[src/rtl/price_feeder_pkg.sv]
// Shared types and default widths for the price feeder that streams SRAM
// samples into the averaging datapath.
package price_feed_pkg;

  localparam int ADDR_W_DEF = 5;
  localparam int DATA_W_DEF = 32;

  typedef enum logic [2:0] {
    IDLE = 3'd0,
    READ = 3'd1,
    WAIT = 3'd2,
    EMIT = 3'd3,
    GAP  = 3'd4,
    DONE = 3'd5
  } feeder_state_t;

endpackage

[src/rtl/price_feeder_if.sv]
// SRAM read port between the price feeder (master) and the sample SRAM (slave).
interface price_feeder_if #(
  parameter int ADDR_W = 5,
  parameter int DATA_W = 32
);

  logic              sram_read_enable;
  logic [ADDR_W-1:0] sram_address;
  logic [DATA_W-1:0] sram_read_data;

  modport master (
    output sram_read_enable,
    output sram_address,
    input  sram_read_data
  );

  modport slave (
    input  sram_read_enable,
    input  sram_address,
    output sram_read_data
  );

endinterface

[src/rtl/price_feeder.sv]
// Walks an inclusive, wrapping SRAM address range once or in a loop and emits
// one registered stock_price/data_ready sample per paced period.
module price_feeder
  import price_feed_pkg::*;
#(
  parameter int ADDR_W     = ADDR_W_DEF,
  parameter int DATA_W     = DATA_W_DEF,
  parameter int RD_LAT     = 1,
  parameter int GAP_CYCLES = 2
) (
  input  logic              clk,
  input  logic              n_rst,
  input  logic              start,
  input  logic              abort,
  input  logic              loop,
  input  logic [ADDR_W-1:0] start_address,
  input  logic [ADDR_W-1:0] last_address,
  price_feeder_if.master    sram,
  output logic [DATA_W-1:0] stock_price,
  output logic              data_ready,
  output logic              busy,
  output logic              done,
  output logic [ADDR_W:0]   sample_count
);

  localparam int                GAP_W     = (GAP_CYCLES > 2) ? $clog2(GAP_CYCLES) : 1;
  localparam logic [1:0]        LAT_LAST  = 2'(RD_LAT - 1);
  localparam logic [GAP_W-1:0]  GAP_LAST  = GAP_W'(GAP_CYCLES - 1);
  localparam logic [ADDR_W:0]   COUNT_MAX = {1'b1, {ADDR_W{1'b0}}};

  feeder_state_t     state_q, state_d;
  logic [ADDR_W-1:0] start_addr_q, start_addr_d;
  logic [ADDR_W-1:0] last_addr_q, last_addr_d;
  logic              loop_q, loop_d;
  logic [ADDR_W-1:0] cur_addr_q, cur_addr_d;
  logic [1:0]        lat_cnt_q, lat_cnt_d;
  logic [GAP_W-1:0]  gap_cnt_q, gap_cnt_d;

  logic              rd_en_q, rd_en_d;
  logic [ADDR_W-1:0] addr_q, addr_d;
  logic [DATA_W-1:0] price_q, price_d;
  logic              ready_q, ready_d;
  logic              busy_q, busy_d;
  logic              done_q, done_d;
  logic [ADDR_W:0]   count_q, count_d;

  logic at_last;
  logic start_run;

  assign at_last   = (cur_addr_q == last_addr_q);
  assign start_run = (state_q == IDLE) && (state_d == READ);

  // NOTE: every always_comb assigns defaults first so no path can infer a latch.
  always_comb begin
    state_d = state_q;
    unique case (state_q)
      IDLE: if (start && !abort) state_d = READ;
      READ: state_d = WAIT;
      WAIT: if (lat_cnt_q == LAT_LAST) state_d = EMIT;
      EMIT: begin
        if (at_last && !loop_q) state_d = DONE;
        else                    state_d = (GAP_CYCLES == 0) ? READ : GAP;
      end
      GAP:  if (gap_cnt_q == GAP_LAST) state_d = READ;
      DONE: state_d = IDLE;
      default: state_d = IDLE;
    endcase
    // Abort ends any active run through DONE so the consumer sees a done pulse.
    if (abort && (state_q != IDLE) && (state_q != DONE)) state_d = DONE;
  end

  always_comb begin
    start_addr_d = start_addr_q;
    last_addr_d  = last_addr_q;
    loop_d       = loop_q;
    cur_addr_d   = cur_addr_q;
    lat_cnt_d    = '0;
    gap_cnt_d    = '0;
    if (start_run) begin
      start_addr_d = start_address;
      last_addr_d  = last_address;
      loop_d       = loop;
      cur_addr_d   = start_address;
    end
    if (state_q == WAIT) lat_cnt_d = lat_cnt_q + 2'd1;
    if (state_q == GAP)  gap_cnt_d = gap_cnt_q + GAP_W'(1);
    if (state_q == EMIT) cur_addr_d = at_last ? start_addr_q : cur_addr_q + ADDR_W'(1);
  end

  // Outputs are derived from the next state so they are registered yet line up
  // with the state they describe.
  always_comb begin
    rd_en_d = (state_d == READ) || (state_d == WAIT);
    addr_d  = (state_d == READ) ? cur_addr_d : addr_q;
    ready_d = (state_d == EMIT);
    done_d  = (state_d == DONE);
    busy_d  = (state_d != IDLE) && (state_d != DONE);
    price_d = ((state_q == WAIT) && (state_d == EMIT)) ? sram.sram_read_data : price_q;
    count_d = count_q;
    if (start_run) begin
      count_d = '0;
    end else if (state_d == EMIT) begin
      count_d = (count_q == COUNT_MAX) ? count_q : count_q + 1'b1;
    end else if ((state_q == EMIT) && at_last && (state_d != DONE)) begin
      count_d = '0;
    end
  end

  // NOTE: reset is sampled on the clock edge only; n_rst is not in the sensitivity list.
  always_ff @(posedge clk) begin
    if (!n_rst) begin
      state_q      <= IDLE;
      start_addr_q <= '0;
      last_addr_q  <= '0;
      loop_q       <= 1'b0;
      cur_addr_q   <= '0;
      lat_cnt_q    <= '0;
      gap_cnt_q    <= '0;
      rd_en_q      <= 1'b0;
      addr_q       <= '0;
      price_q      <= '0;
      ready_q      <= 1'b0;
      busy_q       <= 1'b0;
      done_q       <= 1'b0;
      count_q      <= '0;
    end else begin
      // NOTE: non-blocking assignments so every register samples pre-edge values.
      state_q      <= state_d;
      start_addr_q <= start_addr_d;
      last_addr_q  <= last_addr_d;
      loop_q       <= loop_d;
      cur_addr_q   <= cur_addr_d;
      lat_cnt_q    <= lat_cnt_d;
      gap_cnt_q    <= gap_cnt_d;
      rd_en_q      <= rd_en_d;
      addr_q       <= addr_d;
      price_q      <= price_d;
      ready_q      <= ready_d;
      busy_q       <= busy_d;
      done_q       <= done_d;
      count_q      <= count_d;
    end
  end

  assign sram.sram_read_enable = rd_en_q;
  assign sram.sram_address     = addr_q;
  assign stock_price           = price_q;
  assign data_ready            = ready_q;
  assign busy                  = busy_q;
  assign done                  = done_q;
  assign sample_count          = count_q;

endmodule

[src/flat_wrapper.sv]
// flat-port wrapper written by rule: the top's interface ports become plain ports
module price_feeder_flat import price_feed_pkg::*;
#(
  parameter int ADDR_W     = ADDR_W_DEF,
  parameter int DATA_W     = DATA_W_DEF,
  parameter int RD_LAT     = 1,
  parameter int GAP_CYCLES = 2
)
  (clk, n_rst, start, abort, loop, start_address, last_address, stock_price, data_ready, busy, done, sample_count, sram_sram_read_enable, sram_sram_address, sram_sram_read_data);
  price_feeder_if #(.ADDR_W(ADDR_W), .DATA_W(DATA_W)) sram_i ();
  input  logic clk;
  input  logic n_rst;
  input  logic start;
  input  logic abort;
  input  logic loop;
  input  logic [ADDR_W-1:0] start_address;
  input  logic [ADDR_W-1:0] last_address;
  output logic [DATA_W-1:0] stock_price;
  output logic data_ready;
  output logic busy;
  output logic done;
  output logic [ADDR_W:0] sample_count;
  output wire logic [$bits(sram_i.sram_read_enable)-1:0] sram_sram_read_enable;
  output wire logic [$bits(sram_i.sram_address)-1:0] sram_sram_address;
  input wire logic [$bits(sram_i.sram_read_data)-1:0] sram_sram_read_data;
  assign sram_sram_read_enable = sram_i.sram_read_enable;
  assign sram_sram_address = sram_i.sram_address;
  assign sram_i.sram_read_data = sram_sram_read_data;
  price_feeder #(.ADDR_W(ADDR_W), .DATA_W(DATA_W), .RD_LAT(RD_LAT), .GAP_CYCLES(GAP_CYCLES)) u_core (.clk(clk), .n_rst(n_rst), .start(start), .abort(abort), .loop(loop), .start_address(start_address), .last_address(last_address), .sram(sram_i), .stock_price(stock_price), .data_ready(data_ready), .busy(busy), .done(done), .sample_count(sample_count));
endmodule
[config.mk]
export PLATFORM = sky130hd
export DESIGN_NAME = price_feeder_flat
export DESIGN_NICKNAME = d
export VERILOG_FILES = /design/src/rtl/price_feeder_pkg.sv /design/src/rtl/price_feeder_if.sv /design/src/rtl/price_feeder.sv /design/src/flat_wrapper.sv
export SDC_FILE = /design/constraint.sdc
export NUM_CORES = 1
export LEC_CHECK = 0
export ABC_CLOCK_PERIOD_IN_PS = 2270
export BUFFER_PORTS_ARGS = -buffer_cell sky130_fd_sc_hd__buf_2
export CAP_MARGIN = 10
export CELL_PAD_IN_SITES_DETAIL_PLACEMENT = 0
export CELL_PAD_IN_SITES_GLOBAL_PLACEMENT = 2
export CORE_MARGIN = 3
export CORE_UTILIZATION = 29
export CTS_BUF_LIST = sky130_fd_sc_hd__clkbuf_8 sky130_fd_sc_hd__clkbuf_16
export CTS_CLUSTER_DIAMETER = 40
export CTS_CLUSTER_SIZE = 24
export DETAILED_ROUTE_END_ITERATION = 8
export PLACE_DENSITY = 0.89
export SLEW_MARGIN = 20
export SYNTH_ARGS = -nofsm -noshare
export SYNTH_HDL_FRONTEND = slang
export SYNTH_SLANG_ARGS = --single-unit
export TNS_END_PERCENT = 10
[constraint.sdc]
create_clock -name clk -period 2.27 [get_ports clk]
set_input_delay 0.227 -clock clk [delete_from_list [all_inputs] [get_ports clk]]
set_output_delay 0.227 -clock clk [all_outputs]
set_load 0.1 [all_outputs]
==> flow_summary_export.csv, run 1 <==
group,metric,value,unit
global_routing,grt_pass1_wl,12500,um
final_layout,num_antenna_cells,0,
sta,hold_violations,0,
worst_setup_path,worstPathArrival,2.29,ns
drt,ant_nets,0,
place,hpwl,5600,um
global_routing,grt_max_degree,63,
power,p_clk_frac,0.256,
power,p_leak,0.00171,uW
synth,syn-cell-area,3080,um^2
power,p_seq_frac,0.412,
worst_setup_path,r2r_slack,0.20,ns
worst_setup_path,reg2reg_to,"u_core.sram.sram_address[1]",
synth,synthSimpleGateAreaFrac,0.211,
power,power_frac_comb,0.332,
worst_hold_path,hold_path_class,"in2reg",
clock_tree,cts.sinks,69,
sta,fin_crit_sh,0.910,
floorplan,ios,94,
floorplan,core-area,10300,um^2
run_status,status,"complete, no violations",
drt,drc,0,
place,port_buffers,93,
worst_setup_path,cp_max_fo,7,
drt,via_per_inst,4.54,
floorplan,die_area,11900,um^2
drt,wl,7560,um
synth,synth_compound_area_frac,0.123,
worst_setup_path,worst-r2r-cell-count,5,
synth,ys_async_sr_fraction,0,
worst_hold_path,hold_start,"last_address[0]",
synth,synth_top_family_by_area,"simple AND/OR/NAND/NOR gates",
final_layout,area_growth_syn_to_layout,27.6,%
drt,vias,2707,
worst_setup_path,r2r-start,"u_core.cur_addr_q[2]",
clock_tree,clock_path_buffers,2,
floorplan,dieHeight,109,um
global_routing,grt_overflow,0,
synth,synth-xor-area-share,0.0313,
power,p_sw,1340,uW
clock_tree,clkLatencyLatePin,0.34,ns
final_layout,finalNonFillerCells,596,
synth,avgSynthCellArea,8.71,um^2
synth,synth.yosys.seq_area_share,0.448,
final_layout,nets,506,
synth,syn_inst,354,
worst_setup_path,crit_start,"u_core.cur_addr_q[2]",
synth,synthesis.nets,405,
final_layout,layout_commonest_cell,"buf_2",
drt,firstDrtPassIters,4,
sta,finalSetupTns,0,ns
synth,synth_edf_count,0,
sta,setup_viol,0,
floorplan,initial_utilization,0.299,
worst_hold_path,holdPathStages,3,
worst_setup_path,required,2.50,ns
clock_tree,htree_levels,3,
final_layout,fillers,1051,
power,intPower,2020,uW
final_layout,final_cell_mix,"buf_2 (93), nand2_1 (92), dfxtp_1 (66), mux2i_1 (36), a21oi_1 (17)",
sta,fmax,484,MHz
sta,slew_violations,0,
synth,ys_ff_latch,69,
sta,min_period,2.07,ns
final_layout,post_route_cells_drive_above_1_share,0.302,
drt,avgRoutedWirePerCell,12.7,um
sta,skew,0.00818,ns
sta,worst_pin_slew,0.576,ns
worst_setup_path,cp-end-kind,"flop",
floorplan,die_w,109,um
floorplan,num_rows,37,
flow_run,maxCapViolCount,0,
synth,synth_fa_ha_area_frac,0.0162,
power,p_per_area,855,nW/um^2
global_routing,first_global_vias,2591,
synth,synthMuxAreaShare,0.124,
clock_tree,cts_buffers,9,
worst_hold_path,worst_hold_path.endpoint,"u_core.last_addr_q[0]",
clock_tree,cts_tree,"built",
global_routing,groute.usage.overall,0.132,
power,netSwitchingFraction,0.399,
clock_tree,clk_pin_slew_worst_paths,0.08,ns
worst_setup_path,startpoint_type,"flop",
synth,yosys_warnings,0,
place,placed_cells_incl_taps,580,
worst_setup_path,worst-setup-path-type,"reg2reg",
clock_tree,clk_root_buffer_cell,"clkbuf_8",
global_routing,antenna_found_initial,0,
place,gp_congestion,0.788,
sta,rsz0062_at_grt,"false",
synth,synthFlopType,"dfxtp_1",
synth,netlist-cell-type-count,48,
sta,maxSlewHeadroom,0.616,
power,vdd_ir_drop_max,0.349,mV
drt,drtIter0Drc,78,
kinds of logic after synthesis:
logic type	Yosys count
AND/OR/NAND/NOR	146
AO/OA/AOI/OAI	54
buffers and inverters	32
XOR/XNOR	11
multiplexers	38
flip-flops	69
adder cells (fa/ha/maj)	4
flip-flops by register name (all words and copies together), names as in the netlist, 2 cells and up:
signal and cells:
u_core.cur_addr_q 5, u_core.last_addr_q 5, u_core.state_q 3, u_core.sample_count 6, u_core.start_addr_q 5, u_core.stock_price 32
u_core.lat_cnt_q 2, u_core.sram.sram_address 5
layer usage:
metal / up-vias / routed length [um] / global-route usage
met5: - / 0 / 0
met4: 0 / 72 / 0.0379
met3: 5 / 648 / 0.0604
met2: 70 / 3410 / 0.204
met1: 1223 / 3420 / 0.165
li1: 1409 / - / -
how the worst max path moves through the flow:
stage | to | slack, ns
3_3_place_gp | u_core.sample_count[2] | 0.21
5_1_grt | u_core.stock_price[12] | 0.04
3_5_place_dp | u_core.sample_count[2] | 0.17
6_report | u_core.sram.sram_address[1] | 0.20
2_1_floorplan | u_core.sample_count[2] | 0.16
4_1_cts | u_core.sample_count[2] | 0.17
cell type report:
class | count | area [um^2] | share of cell area
Tap cell | 136 | 170 | 0.0433
Clock inverter | 7 | 43.8 | 0.0111
Multi-Input combinational cell | 253 | 1560 | 0.396
Inverter | 12 | 45.0 | 0.0115
Timing Repair Buffer | 110 | 606 | 0.154
Clock buffer | 9 | 124 | 0.0315
Sequential cell | 69 | 1390 | 0.352
synth_stat cells, types with 4 or more instances:
library cell,n,area share
nand3_1,10,0.016
mux2i_1,36,0.12
nor2_1,13,0.016
a21oi_1,17,0.028
buf_4,4,0.0097
dfxtp_1,69,0.45
xnor2_1,8,0.023
ha_1,4,0.016
nand3b_1,4,0.0097
nand2_1,92,0.11
clkbuf_1,15,0.018
and2_1,5,0.010
nor3_1,5,0.0081
inv_1,11,0.013
o21ai_0,7,0.011
power by group through the flow:
stage               Sequential, uW  Combinational [uW]  Clock [uW]
floorplan                     1830                 424           0
global placement              1410                1120           0
detailed placement            1410                1120           0
CTS                           1380                1130         908
global route                  1400                1190         960
finish                        1380                1120         861
through the flow:
step,area (um^2),hold WS (ns),util,power [uW],setup slack (ns)
global route,3930,0.101,0.381,3550,0.0421
finish,3930,0.114,0.381,3360,0.205
detailed placement,3760,0.404,0.365,2530,0.170
floorplan,3090,0.363,-,2260,0.156
CTS,3930,0.0973,0.381,3420,0.166
global placement,3760,0.399,0.365,2530,0.215
worst max-delay path: stages (launching register included):
cell     delay [ns]
dfxtp_1        0.45
xnor2_1        0.15
nand3_1        0.24
or3_1          0.49
a21oi_1        0.26
mux2_2         0.37
repair_timing:
action | CTS | global route
gates resized for setup | 0 | 1
endpoints found under the setup margin | 0 | 2
hold buffers | 0 | 0
buffers inserted | 0 | 0
No activity file was read; power rests on OpenSTA's default activity.
==> inputs of run 2 (changes only) <==
--- a/config.mk
+++ b/config.mk
@@ -7,3 +7,2 @@
 export LEC_CHECK = 0
-export ABC_CLOCK_PERIOD_IN_PS = 2270
 export BUFFER_PORTS_ARGS = -buffer_cell sky130_fd_sc_hd__buf_2
==> constraint.sdc (replaced) <==
create_clock -name clk -period 2 [get_ports clk]
set_input_delay 0 -clock clk [delete_from_list [all_inputs] [get_ports clk]]
set_output_delay 0 -clock clk [all_outputs]
set_load 0.1 [all_outputs]
==> run 2 against run 1 <==
Net effect:
- sequential share of layout area fell by 5.3 points
- cell count rose by 10%
- via count rose by 10%
- non-clock buffer count rose by 61
- core utilization rose by 7.1 points
- die area did not move
- count of clock-buffer cells in the layout rose by 1
- final area rose by 19%
- register-to-register slack got worse by 0.14 ns
- critical endpoint is now u_core.sample_count[2]
- highest routed layer unchanged
==> flow_summary_export.csv, run 2 (same netlist as run 1, synthesis figures left out) <==
group,metric,value,unit
global_routing,grt_overflow,0,
sta,setup_viol,0,
worst_hold_path,hold_start,"n_rst",
clock_tree,clk_pin_slew_worst_paths,0.08,ns
final_layout,seqCellArea,1400,um^2
final_layout,largest_reg_flops,32,
power,p_leak,0.00204,uW
place,port_buffers,93,
sta,fmax,517,MHz
global_routing,antenna_found_initial,0,
drt,ant_nets,0,
worst_setup_path,r2r-start,"u_core.state_q[2]",
final_layout,finalNonFillerCells,657,
run_status,status,"complete, no violations",
place,gp_congestion,0.804,
worst_setup_path,cp_max_fo,3,
place,placed_cells_incl_taps,592,
final_layout,multi_input_area,1580,um^2
worst_setup_path,required,2.27,ns
worst_hold_path,hold_path_class,"in2reg",
global_routing,groute.usage.overall,0.143,
floorplan,num_rows,37,
final_layout,nets,567,
sta,hold_violations,0,
final_layout,layout_commonest_cell,"buf_2",
flow_run,maxCapViolCount,0,
sta,setup_ws,0.0653,ns
final_layout,final_cell_mix,"buf_2 (93), nand2_1 (92), dfxtp_1 (62), dlygate4sd3_1 (45), mux2i_1 (36)",
power,vdd_ir_drop_max,0.600,mV
power,netSwitchingFraction,0.358,
power,intPower,2840,uW
worst_setup_path,cp-end-kind,"flop",
power,p_sw,1590,uW
sta,min_period,1.93,ns
drt,wl,8510,um
final_layout,area_growth_syn_to_layout,51.4,%
global_routing,first_global_vias,2854,
floorplan,initial_utilization,0.299,
drt,drtIter0Drc,157,
drt,firstDrtPassIters,4,
floorplan,die_w,109,um
power,p_per_area,948,nW/um^2
clock_tree,htree_levels,3,
drt,via_per_inst,4.55,
sta,rsz0062_at_grt,"false",
sta,hold_slack,0.0719,ns
drt,avgRoutedWirePerCell,12.9,um
worst_setup_path,startpoint_type,"flop",
clock_tree,clkLatencyLatePin,0.35,ns
power,power_frac_comb,0.328,
sta,skew,0.00879,ns
sta,finalSetupTns,0,ns
clock_tree,cts_buffers,9,
place,post-place-ws,0.0237,ns
floorplan,ios,94,
power,p_clk_frac,0.321,
clock_tree,cts.sinks,69,
clock_tree,clk_root_buffer_cell,"clkbuf_8",
power,p_seq_frac,0.350,
clock_tree,cts_tree,"built",
sta,fin_crit_sh,0.967,
floorplan,core-area,10300,um^2
worst_setup_path,worstPathArrival,2.21,ns
sta,maxSlewHeadroom,0.520,
worst_setup_path,worst-setup-path-type,"reg2reg",
floorplan,die_area,11900,um^2
place,hpwl,5710,um
sta,slew_violations,0,
final_layout,num_antenna_cells,0,
global_routing,grt_pass1_wl,13500,um
final_layout,fillers,987,
final_layout,post_route_cells_drive_above_1_share,0.313,
worst_setup_path,crit_start,"u_core.state_q[2]",
drt,vias,2987,
clock_tree,clock_path_buffers,2,
floorplan,dieHeight,109,um
sta,worst_pin_slew,0.720,ns
global_routing,grt_max_degree,76,
drt,drc,0,
[run 2: cell count changes in the layout (fill, tap and decap cells not counted), sizes merged]
cell / change
clkinvlp: -1
bufinv: +3
buf: +14
clkinv: -5
inv: +2
dlygate4sd3: +45
clkbuf: +3
[run 2: per-layer routing]
layer  wire length [um]  global-route usage
met1               3760               0.171
met2               4020               0.238
met3                600              0.0515
met4                121              0.0496
met5                  0                   0
[run 2: final timing paths]
path / slack [ns] / cells after the start / to
worst min register to register: 0.42 / 1 / u_core.lat_cnt_q[0]
worst max register to register: 0.07 / 5 / u_core.sample_count[2]
worst min-delay path: 0.07 / 3 / u_core.last_addr_q[3]
worst max-delay path: 0.07 / 5 / u_core.sample_count[2]
[run 2: power by group through the flow]
stage               clock [uW]  combinational, uW  sequential, uW
floorplan                    0                482            2080
global placement             0               1330            1580
detailed placement           0               1340            1580
CTS                       1480               1410            1550
global route              1520               1550            1560
finish                    1420               1450            1550
[run 2: layout make-up]
cell class | instances | share of cell area
Timing Repair Buffer | 171 | 0.264
Inverter | 12 | 0.00965
Sequential cell | 69 | 0.299
Multi-Input combinational cell | 253 | 0.338
Clock buffer | 10 | 0.0295
Tap cell | 136 | 0.0365
Clock inverter | 6 | 0.0233
[run 2: per-stage QoR]
stage | area [um^2] | total power [uW] | util
2_1_floorplan | 3100 | 2560 | -
3_3_place_gp | 3860 | 2910 | 0.374
3_5_place_dp | 3860 | 2920 | 0.374
4_1_cts | 4560 | 4440 | 0.442
5_1_grt | 4670 | 4640 | 0.452
6_report | 4670 | 4420 | 0.452
[run 2: repair_timing]
action                     in CTS  in global routing
hold endpoints to repair       43                  0
setup buffers                   0                  1
gates resized for setup         0                  9
hold buffers                   45                  0
setup endpoints to repair       0                 40
[run 2: worst max-delay path, cell delays in order, from the launching register on]
cell and delay, ns:
dfxtp_1 0.31, or3b_1 0.35, a211o_1 0.30, a221o_1 0.35, or3_1 0.33, a211oi_2 0.21
==> inputs of run 3 (changes only) <==
==> constraint.sdc (replaced) <==
create_clock -name clk -period 2 [get_ports clk]
set_input_delay 0.2 -clock clk [delete_from_list [all_inputs] [get_ports clk]]
set_output_delay 0.2 -clock clk [all_outputs]
set_load 0.1 [all_outputs]
==> run 3 against run 2 <==
Net effect:
- first-iteration DRC count is 52% lower
- largest cell class unchanged
- global-route usage decreased by 0.94 points
- routed wire length shrank 5.1%
- combinational power down 3%
- critical path type unchanged
- highest routed layer unchanged
- non-clock buffer count fell by 46
- count of clock-buffer cells in the layout is the same
- core utilization decreased by 4.7 points
- final area is 10% lower
- critical path depth is 1 higher
- power is 3.9% lower
==> flow_summary_export.csv, run 3 (same netlist as run 1, synthesis figures left out) <==
group,metric,value,unit
final_layout,final_cell_mix,"buf_2 (93), nand2_1 (92), dfxtp_1 (62), mux2i_1 (36), buf_4 (26)",
flow_run,maxCapViolCount,0,
global_routing,grt_overflow,0,
power,vdd_ir_drop_max,0.276,mV
worst_setup_path,r2r_slack,0.05,ns
sta,min_period,1.95,ns
clock_tree,clock_path_buffers,2,
drt,avgRoutedWirePerCell,13.2,um
floorplan,die_w,109,um
final_layout,largest_reg_flops,32,
worst_setup_path,cp_num_buf_inv,1,
clock_tree,clkLatencyLatePin,0.34,ns
worst_setup_path,required,2.24,ns
sta,rsz0062_at_grt,"true",
power,p_leak,0.00183,uW
final_layout,post_route_cells_drive_above_1_share,0.345,
worst_setup_path,cp_max_fo,8,
clock_tree,cts.sinks,69,
drt,wl_met1,3670,um
floorplan,die_area,11900,um^2
sta,setup_viol,0,
floorplan,num_rows,37,
global_routing,antenna_found_initial,0,
final_layout,area_growth_syn_to_layout,35.7,%
final_layout,multi_input_area,1580,um^2
global_routing,groute.usage.overall,0.134,
drt,drtIter0Drc,76,
drt,firstDrtPassIters,4,
run_status,status,"complete, no violations",
worst_hold_path,hold_path_class,"in2reg",
drt,vias,2773,
drt,via_per_inst,4.54,
floorplan,initial_utilization,0.299,
worst_setup_path,cp-end-kind,"flop",
sta,fmax,513,MHz
sta,slew_violations,0,
place,hpwl,5810,um
clock_tree,holdBufCountCts,0,
floorplan,core-area,10300,um^2
worst_setup_path,startpoint_type,"flop",
clock_tree,cts_tree,"built",
drt,wl,8070,um
drt,met2_length,3570,um
worst_setup_path,path_cells,"buf_12 > or4_2 > o21ai_0 > a31oi_1 > and3_1 > mux2_2",
global_routing,first_global_vias,2589,
place,port_buffers,93,
final_layout,nets,521,
worst_setup_path,max_stage_delay,0.64,ns
drt,drc,0,
sta,hold_slack,0.0874,ns
floorplan,dieHeight,109,um
clock_tree,htree_levels,3,
sta,maxSlewHeadroom,0.631,
worst_setup_path,worst-setup-path-type,"reg2reg",
final_layout,layout_commonest_cell,"buf_2",
drt,wl_met3,682,um
clock_tree,clk_root_buffer_cell,"clkbuf_8",
clock_tree,clk_pin_slew_worst_paths,0.08,ns
global_routing,grt_max_degree,62,
clock_tree,cts_buffers,9,
final_layout,num_antenna_cells,0,
floorplan,ios,94,
global_routing,grt_pass1_wl,12500,um
worst_setup_path,worstPathArrival,2.19,ns
worst_setup_path,cp_top_family,"simple AND/OR/NAND/NOR gates",
final_layout,seqCellArea,1400,um^2
final_layout,fillers,1064,
sta,fin_crit_sh,0.975,
worst_setup_path,cpMaxStageDelayCell,"or4_2",
power,p_per_area,1020,nW/um^2
place,gp_congestion,0.798,
sta,worst_pin_slew,0.553,ns
drt,top_layer_used,"met4",
drt,ant_nets,0,
sta,skew,0.00655,ns
power,power.total,4250,uW
sta,hold_violations,0,
==> run 3: changes by cell type in the layout (fill, tap and decap cells not counted), sizes merged <==
cell,previous run,this run
clkbuf,12,11
clkinv,1,4
inv,14,11
dlygate4sd3,45,0
bufinv,3,2
clkinvlp,0,1
==> run 3: through the flow <==
step | TNS, ns | utilization | cell area (um^2) | std cells | worst slack [ns]
detailed placement | -0.0405 | 0.375 | 3870 | 592 | -0.0171
global placement | 0 | 0.375 | 3870 | 592 | 0.0226
finish | 0 | 0.405 | 4180 | 611 | 0.0494
floorplan | 0 | - | 3100 | 354 | 0.00891
global route | -0.148 | 0.405 | 4180 | 611 | -0.0341
CTS | 0 | 0.397 | 4100 | 608 | 0.0141
==> run 3: report_power, final <==
| part | total, uW | switching, uW | internal (uW) |
|---|---|---|---|
| combinational | 1410 | 958 | 450 |
| clock | 1290 | 559 | 734 |
| sequential | 1550 | 67.1 | 1480 |
==> run 3: routing by layer <==
| metal | global-route usage | vias up |
|---|---|---|
| li1 | - | 1437 |
| met1 | 0.170 | 1246 |
| met2 | 0.200 | 77 |
| met3 | 0.0580 | 13 |
| met4 | 0.0505 | 0 |
| met5 | 0 | - |
==> run 3: timing repair <==
item                                    in CTS  in global routing
endpoints found under the setup margin       3                 40
pin swaps                                    1                  2
gates resized for setup                      1                  8
gates cloned                                 0                  2
setup buffers                                0                  1
==> run 3: final timing paths <==
| kind | end | start | cells after the start |
|---|---|---|---|
| min | u_core.last_addr_q[4] | last_address[4] | 3 |
| min reg2reg | u_core.lat_cnt_q[0] | u_core.lat_cnt_q[0] | 1 |
| max reg2reg | u_core.sram.sram_address[1] | u_core.state_q[0] | 6 |
| max | u_core.sram.sram_address[1] | u_core.state_q[0] | 6 |
==> run 3: area by class of cell <==
| cell class | count | share of cell area |
|---|---|---|
| tap | 136 | 0.0407 |
| sequential | 69 | 0.333 |
| inverter | 12 | 0.0108 |
| clock buffer | 10 | 0.0329 |
| timing repair buffer | 125 | 0.184 |
| multi-input combinational | 253 | 0.378 |
| clock inverter | 6 | 0.0206 |
==> run 3: worst register-to-register path: stages, from the launching register on <==
cell and delay [ns]:
dfxtp_1 0.36, buf_12 0.15, or4_2 0.64, o21ai_0 0.17, a31oi_1 0.10, and3_1 0.16
mux2_2 0.26
